$ cat config.mk
export PLATFORM = sky130hd
export DESIGN_NAME = apb_sel_encoder
export DESIGN_NICKNAME = d
export VERILOG_FILES = /design/src/rtl/apb_protocol_checker_pkg.sv /design/src/rtl/apb_protocol_checker_sel_encoder.sv
export SDC_FILE = /design/constraint.sdc
export NUM_CORES = 1
export LEC_CHECK = 0
export BUFFER_PORTS_ARGS = -buffer_cell sky130_fd_sc_hd__clkbuf_2
export CAP_MARGIN = 20
export CELL_PAD_IN_SITES_DETAIL_PLACEMENT = 1
export CELL_PAD_IN_SITES_GLOBAL_PLACEMENT = 1
export CORE_AREA = 2 2 39 41
export DETAILED_ROUTE_END_ITERATION = 7
export DIE_AREA = 0 0 41 43
export PLACE_DENSITY = 0.75
export SETUP_SLACK_MARGIN = 0.4
export SLEW_MARGIN = 20
export SYNTH_ARGS = -nofsm -noshare
export SYNTH_HDL_FRONTEND = slang
export SYNTH_SLANG_ARGS = --single-unit
$ cat constraint.sdc
create_clock -name vclk -period 2.5
set_input_delay 0.5 -clock vclk [all_inputs]
set_output_delay 0.5 -clock vclk [all_outputs]
set_load 0.05 [all_outputs]
$ cat src/rtl/apb_protocol_checker_pkg.sv
// Shared types and helpers for the APB protocol checker: FSM states, error
// codes, and width helpers used by the top and the select encoder.
package apb_chk_pkg;

  typedef enum logic [1:0] {
    ST_IDLE   = 2'd0,
    ST_SETUP  = 2'd1,
    ST_ACCESS = 2'd2
  } state_e;

  typedef enum logic [2:0] {
    ERR_NONE             = 3'd0,
    ERR_MULTI_SEL        = 3'd1,
    ERR_PSEL_DROP        = 3'd2,
    ERR_SETUP_NO_ACCESS  = 3'd3,
    ERR_CTRL_UNSTABLE    = 3'd4,
    ERR_TIMEOUT          = 3'd5,
    ERR_PENABLE_NO_SETUP = 3'd6
  } err_code_e;

  // Binary index width for a one-hot select of n bits; never narrower than 1.
  function automatic int sel_width(input int n);
    return (n <= 1) ? 1 : $clog2(n);
  endfunction

  function automatic int max_int(input int a, input int b);
    return (a > b) ? a : b;
  endfunction

endpackage

$ cat src/rtl/apb_protocol_checker_sel_encoder.sv
// Combinational psel decode: non-zero / one-hot flags and binary slave index.
module apb_sel_encoder
  import apb_chk_pkg::*;
#(
  parameter int NUM_SLAVES = 16
) (
  input  logic [NUM_SLAVES-1:0]            psel_i,
  output logic                             nonzero_o,
  output logic                             onehot_o,
  output logic [sel_width(NUM_SLAVES)-1:0] idx_o
);
  localparam int SEL_W = sel_width(NUM_SLAVES);

  logic [NUM_SLAVES-1:0] psel_m1;

  assign psel_m1   = psel_i - NUM_SLAVES'(1);
  assign nonzero_o = |psel_i;
  // Clearing the lowest set bit leaves zero only when exactly one bit was set.
  assign onehot_o  = nonzero_o && ((psel_i & psel_m1) == '0);

  always_comb begin
    idx_o = '0;
    for (int i = 0; i < NUM_SLAVES; i++) begin
      if (psel_i[i]) idx_o = idx_o | SEL_W'(i);
    end
  end

endmodule

==> After elaboration in Yosys (flattened, before gate mapping) <==
Cells that the tools add are included.
{ "word_totals": {"ff_bits": 0, "inputBits": 16, "out_inout_bits": 6, "word_cells": 20} }
{ "op_classes": {"n_addsub": 1, "mux": 15, "bitwise": 1, "n_reduce_logical": 3} }
{ "ops": {"columns": ["cell", "n"], "rows": [
  ["$mux 4", 8],
  ["$and 16x16->16", 1],
  ["$logic_not 16->1", 1],
  ["$reduce_or 16->1", 1],
  ["$sub 16x1->16 const B", 1],
  ["$mux 3", 4],
  ["$mux 2", 2],
  ["$logic_and 1x1->1", 1],
  ["$mux 1", 1]
]} }

==> Logic depth before layout (Yosys ltp) <==
Gate-level depths: netlist of the first run.
{ "depth": {"depth_word": 15, "mapped_depth": 5, "mapped_depth_nobuf": 5} }

==> Worst setup path before layout of the first run <==
No wires, ideal clock.
{ "synth_timing": {"path_type": "in2out", "from": "in psel_i[14]", "to": "out nonzero_o", "arrival_time_ps": 2132, "required_time_ps": 2000, "path_slack_ps": -132, "path_stages": 3, "n_path_buf": 0, "path_cell_list": "or4_1 or3_1 or2_2"} }
{ "synth_between": {"elab_chain_cells": 1} }
{ "synth_lines": {"columns": ["item", "line", "source"], "rows": [
  ["from (decl)", "apb_protocol_checker_sel_encoder.sv:7", "input logic [NUM_SLAVES-1:0] psel_i,"],
  ["$reduce_or 16->1", "apb_protocol_checker_sel_encoder.sv:17", "assign nonzero_o = |psel_i;"],
  ["to (decl)", "apb_protocol_checker_sel_encoder.sv:8", "output logic nonzero_o,"]
]} }
No other way between the ends.

==> Final worst setup path of the first run <==
{ "layout_timing": {"from": "in psel_i[10]", "to": "out onehot_o"} }
{ "layout_between": {"elab_chain_cells": 4, "elab_cells_between_ends": 5, "classes_between": "add/sub (1); bitwise (1); reduce/logical (3)"} }
{ "layout_lines": {"columns": ["item", "line", "source"], "rows": [
  ["$sub 16x1->16", "apb_protocol_checker_sel_encoder.sv:16", "assign psel_m1 = psel_i - NUM_SLAVES'(1);"],
  ["$and 16x16->16", "apb_protocol_checker_sel_encoder.sv:19", "assign onehot_o = nonzero_o && ((psel_i & psel_m1) == '0);"],
  ["$logic_not 16->1", "apb_protocol_checker_sel_encoder.sv:19", null],
  ["$logic_and 1x1->1 *", "apb_protocol_checker_sel_encoder.sv:19", null],
  ["to (decl)", "apb_protocol_checker_sel_encoder.sv:9", "output logic onehot_o,"]
]} }
Mark *: on every way between the ends. The rest lies on a longest branch, timed or not.

==> results of run 1 <==
-- worst max path at each step --
stage,from,to,slack (ns),cells after the start
3_3_place_gp,psel_i[1],onehot_o,-0.27,7
6_report,psel_i[10],onehot_o,-0.11,7
3_5_place_dp,psel_i[6],onehot_o,-0.28,7
5_1_grt,psel_i[3],onehot_o,-0.16,7
4_1_cts,psel_i[10],onehot_o,-0.11,7
2_1_floorplan,psel_i[10],onehot_o,0.09,5
-- repair_timing --
item | in CTS | in global routing
gates resized for setup | 19 | 4
pin swaps | 3 | 4
endpoints found under the hold margin | 0 | 0
buffers inserted | 1 | 1
hold buffers | 0 | 0
endpoints found under the setup margin | 4 | 4
-- critical path, stage by stage --
cell and delay [ns]:
buf_6 0.09, or3_4 0.38, nand2b_4 0.16, or4_4 0.42, a211oi_2 0.20, and3_4 0.21, clkbuf_16 0.15
-- report_power, final --
part / switching [W] / internal (W) / total [W]
logic: 0.0000316 / 0.0000373 / 0.0000689
registers: 0 / 0 / 0
clock network: 0 / 0 / 0
-- cell families (layout without fill, tap and decap cells) --
family          Yosys count  after routing  synth area share (%)
compound gates           10             10                  29.5
fa+ha+maj                 2              2                  8.42
buf+inv                   0             42                     0
simple gates             24             24                  62.1
-- metrics by stage --
stage               setup TNS [ns]  std cells
floorplan                        0         36
finish                      -0.160         94
CTS                         -0.106         93
detailed placement          -0.292         92
global route                -0.236         94
global placement            -0.266         92
-- placed cells by master, fill, tap and decap left out, types with 2 or more instances in the layout --
| cell type | netlist | final |
|---|---|---|
| or3_4 | 1 | 2 |
| clkbuf_16 | 0 | 3 |
| nor2_1 | 3 | 3 |
| or4_4 | 0 | 2 |
| buf_6 | 0 | 4 |
| maj3_1 | 2 | 2 |
| clkbuf_2 | 0 | 16 |
| nand2_1 | 4 | 4 |
| or3_1 | 3 | 2 |
| nor4_1 | 4 | 3 |
| buf_4 | 0 | 18 |
| o21ai_0 | 3 | 3 |
-- layer usage --
| layer | vias to the layer above | global-route usage (%) | routed length (um) |
|---|---|---|---|
| li1 | 239 | - | - |
| met1 | 223 | 20.3 | 511 |
| met2 | 15 | 31.3 | 715 |
| met3 | 0 | 0 | 58 |
| met4 | 0 | 0 | 0 |
| met5 | - | 0 | 0 |
-- area by class of cell --
cell class         count  area, um^2
fillers              171         716
multi-input cells     36         298
well taps             16        20.0
repair buffers        42         350
==> results_dict.tcl, run 1 <==
set metrics [dict create \
    antenna_found_initial 0 \
    synth_top_area_cell "nor4_1" \
    synth_area_per_cell_um2 6.60 \
    drive_above_1_share_pct 69.2 \
    violations "negative setup slack" \
    placed_cell_area_um2 528 \
    crit_required_ns 2.00 \
    hold_class "in2out" \
    ys_warn_count 0 \
    drv_cap 0 \
    area_delta_synth_final_pct 181 \
    rsz0062_at_grt "true" \
    wl_per_cell_um 13.7 \
    port_buffers 22 \
    min_delay_path_depth 4 \
    setup_viol 2 \
    grt_usage_pct 16.4 \
    ant_nets 0 \
    place_hpwl_um 1010 \
    rows 14 \
    drc 0 \
    start_util_pct 17.2 \
    min_to "idx_o[3]" \
    fin_nets 96 \
    dr_total_vias 477 \
    synth_area_leaders "nor4_1 11%, or4_1 9.5%, maj3_1 8.4%" \
    grt_first_pass_wirelength_um 2090 \
    setup_slack_ns -0.113 \
    dp_slack_ns -0.278 \
    die_h_um 43 \
    start_kind "primary input" \
    finalMaxSlewViolations 0 \
    holdWs_ns 1.47 \
    drtIter0Drc 9 \
    netlist_area_um2 238 \
    worstSetupEndpointType "primary output" \
    worst_pin_slew_ns 0.368 \
    slew_headroom_pct 74.8 \
    seq_area_frac_synth_pct 0 \
    fmax_mhz 383 \
    synthCells 36 \
    dr.pass1.iters 2 \
    critPathKind "in2out" \
    die_x_um 41 \
    synth_commonest_cells "4 x nand2_1, 4 x nor4_1" \
    grt_pass1_vias 471 \
    flops_and_latches 0 \
    hold_viol_final 0 \
    core-area_um2 1380 \
    fin_util_pct 48.3 \
    yosys.area.top_type_share_pct 10.5 \
    synthDistinctLibCells 20 \
    gp_congestion 0.738 \
    hp-start "psel_i[13]" \
    ios 22 \
    clock_buffers 0 \
    die_area_um2 1760 \
    vdd_drop_max_mv 0.0440 \
    power_leakage_nw 0.276 \
    outcome "complete, but fails checks" \
    power_density_nw_per_um2 103 \
    seqCellArea_um2 0 \
    power_w 0.0000689 \
    cp_data_arrival_time_ns 2.11 \
    synth_fp_nets 52 \
    final_area_um2 668 \
    crit_fanout 3 \
    via_per_inst 5.07 \
    period_share_pct 105 \
    finalCriticalPeriod_ns 2.61 \
    num_antenna_cells 0 \
    wl_um 1280 \
    grt_max_degree 6 \
    grt_overflow 0 \
]
Note: power is estimated with default switching activity, not from simulation.
==> run 2, diff against run 1 <==
RECOVER_POWER = 50   (was not set)
REMOVE_ABC_BUFFERS = 1   (was not set)
==> run 2 against run 1 <==
Net effect: the flow still finishes with violations (negative setup slack); die area unchanged; sequential share of layout area did not move; combinational power is 9.6% higher; final cell count up 3.2%; largest power group unchanged.
==> results_dict.tcl, run 2 (synthesis results as in run 1) <==
set metrics [dict create \
    antenna_found_initial 0 \
    switching_share_pct 46.5 \
    layout_commonest_cell "buf_4" \
    violations "negative setup slack" \
    grt_pass1_vias 578 \
    hold_class "in2out" \
    clkPwrFrac_pct 0 \
    wl_um 1440 \
    netSwitchingPower_w 0.0000351 \
    drv_cap 0 \
    power_leakage_nw 0.287 \
    p_int_w 0.0000404 \
    critical_path.top_delay_family "simple AND/OR/NAND/NOR gates" \
    die_x_um 41 \
    area_delta_synth_final_pct 194 \
    crit_fanout 3 \
    rsz0062_at_grt "true" \
    die_h_um 43 \
    start_util_pct 17.2 \
    cp_slowest_stage_delay_ns 0.55 \
    ant_nets 0 \
    tns_ns -0.0881 \
    p_comb_share_pct 100.0 \
    grt_first_pass_wirelength_um 2350 \
    worstSetupEndpointType "primary output" \
    grt_max_degree 6 \
    die_area_um2 1760 \
    drc 0 \
    grt_usage_pct 18.2 \
    slew_headroom_pct 60.6 \
    gp_congestion 0.732 \
    critical_path_buf_inv_count 2 \
    fin_nets 99 \
    wl_per_cell_um 14.9 \
    ios 22 \
    crit_end "onehot_o" \
    place_hpwl_um 1090 \
    critPathKind "in2out" \
    finalCriticalPeriod_ns 2.59 \
    mostFrequentLayoutCells "21 x buf_4, 13 x clkbuf_2, 5 x buf_6" \
    drtIter0Drc 1 \
    rows 14 \
    min_delay_path_depth 4 \
    crit_chain "clkbuf_2, or4_4, a2111oi_2, a21oi_1, a211oi_2, and3_1, buf_8" \
    dr_total_vias 514 \
    drive_above_1_share_pct 72.8 \
    fin_util_pct 50.5 \
    clock_buffers 0 \
    num_antenna_cells 0 \
    cp.depth 7 \
    crit_required_ns 2.00 \
    p_seq_share_pct 0 \
    port_buffers 22 \
    slowest_stage "or4_4" \
    period_share_pct 104 \
    flops_and_latches 0 \
    setup_viol 1 \
    power_density_nw_per_um2 108 \
    cp_data_arrival_time_ns 2.09 \
    via_per_inst 5.30 \
    dr.pass1.iters 4 \
    hold_viol_final 0 \
    vdd_drop_max_mv 0.0475 \
    seqCellArea_um2 0 \
    outcome "complete, but fails checks" \
    grt_overflow 0 \
    startpoint "psel_i[3]" \
    fmax_mhz 386 \
    setup_slack_ns -0.0881 \
    core-area_um2 1380 \
    power_w 0.0000755 \
    start_kind "primary input" \
    finalMaxSlewViolations 0 \
    worst_pin_slew_ns 0.594 \
    dp_slack_ns -0.255 \
]
## run 2: cell types whose count changed in the layout (fill, tap and decap cells not counted), sizes merged
cell	before	now
clkbuf	19	16
buf	23	29
## run 2: power by group through the flow
stage          Clock, W  Sequential [W]  Combinational [W]
3_5_place_dp          0               0          0.0000574
2_1_floorplan         0               0          0.0000123
3_3_place_gp          0               0          0.0000551
5_1_grt               0               0          0.0000810
6_report              0               0          0.0000755
4_1_cts               0               0          0.0000666
## run 2: how the worst min path moves through the flow
stage / start / to / slack, ns
2_1_floorplan: psel_i[8] / onehot_o / 1.35
3_3_place_gp: psel_i[11] / idx_o[0] / 1.52
3_5_place_dp: psel_i[11] / idx_o[0] / 1.53
4_1_cts: psel_i[11] / idx_o[3] / 1.50
5_1_grt: psel_i[11] / idx_o[3] / 1.54
6_report: psel_i[11] / idx_o[3] / 1.51
## run 2: repair_timing
| item | in CTS | in global routing |
|---|---|---|
| hold buffers | 0 | 0 |
| endpoints found under the setup margin | 4 | 5 |
| resized for setup | 21 | 15 |
| cloned | 0 | 0 |
| setup buffers | 2 | 1 |
| pin swaps | 5 | 5 |
## run 2: layer usage
metal,vias to the layer above,GRT usage [%],wire length (um)
met5,-,0,0
met4,0,4.67,22
met3,2,1.05,51
met2,16,34.4,899
met1,253,19.9,471
li1,243,-,-
## run 2: final cells by class
type | count | area (um^2)
Timing Repair Buffer | 45 | 357
Fill cell | 168 | 684
Multi-Input combinational cell | 36 | 323
Tap cell | 16 | 20.0
## run 2: through the flow
stage / hold WS (ns) / instances / area [um^2]
2_1_floorplan: 1.35 / 36 / 238
3_3_place_gp: 1.52 / 94 / 518
3_5_place_dp: 1.53 / 94 / 518
4_1_cts: 1.50 / 96 / 637
5_1_grt: 1.54 / 97 / 699
6_report: 1.51 / 97 / 699
## run 2: worst min-delay path: stages
cell and delay (ns):
clkbuf_2 0.13, or3_4 0.14, buf_6 0.09, clkbuf_16 0.14
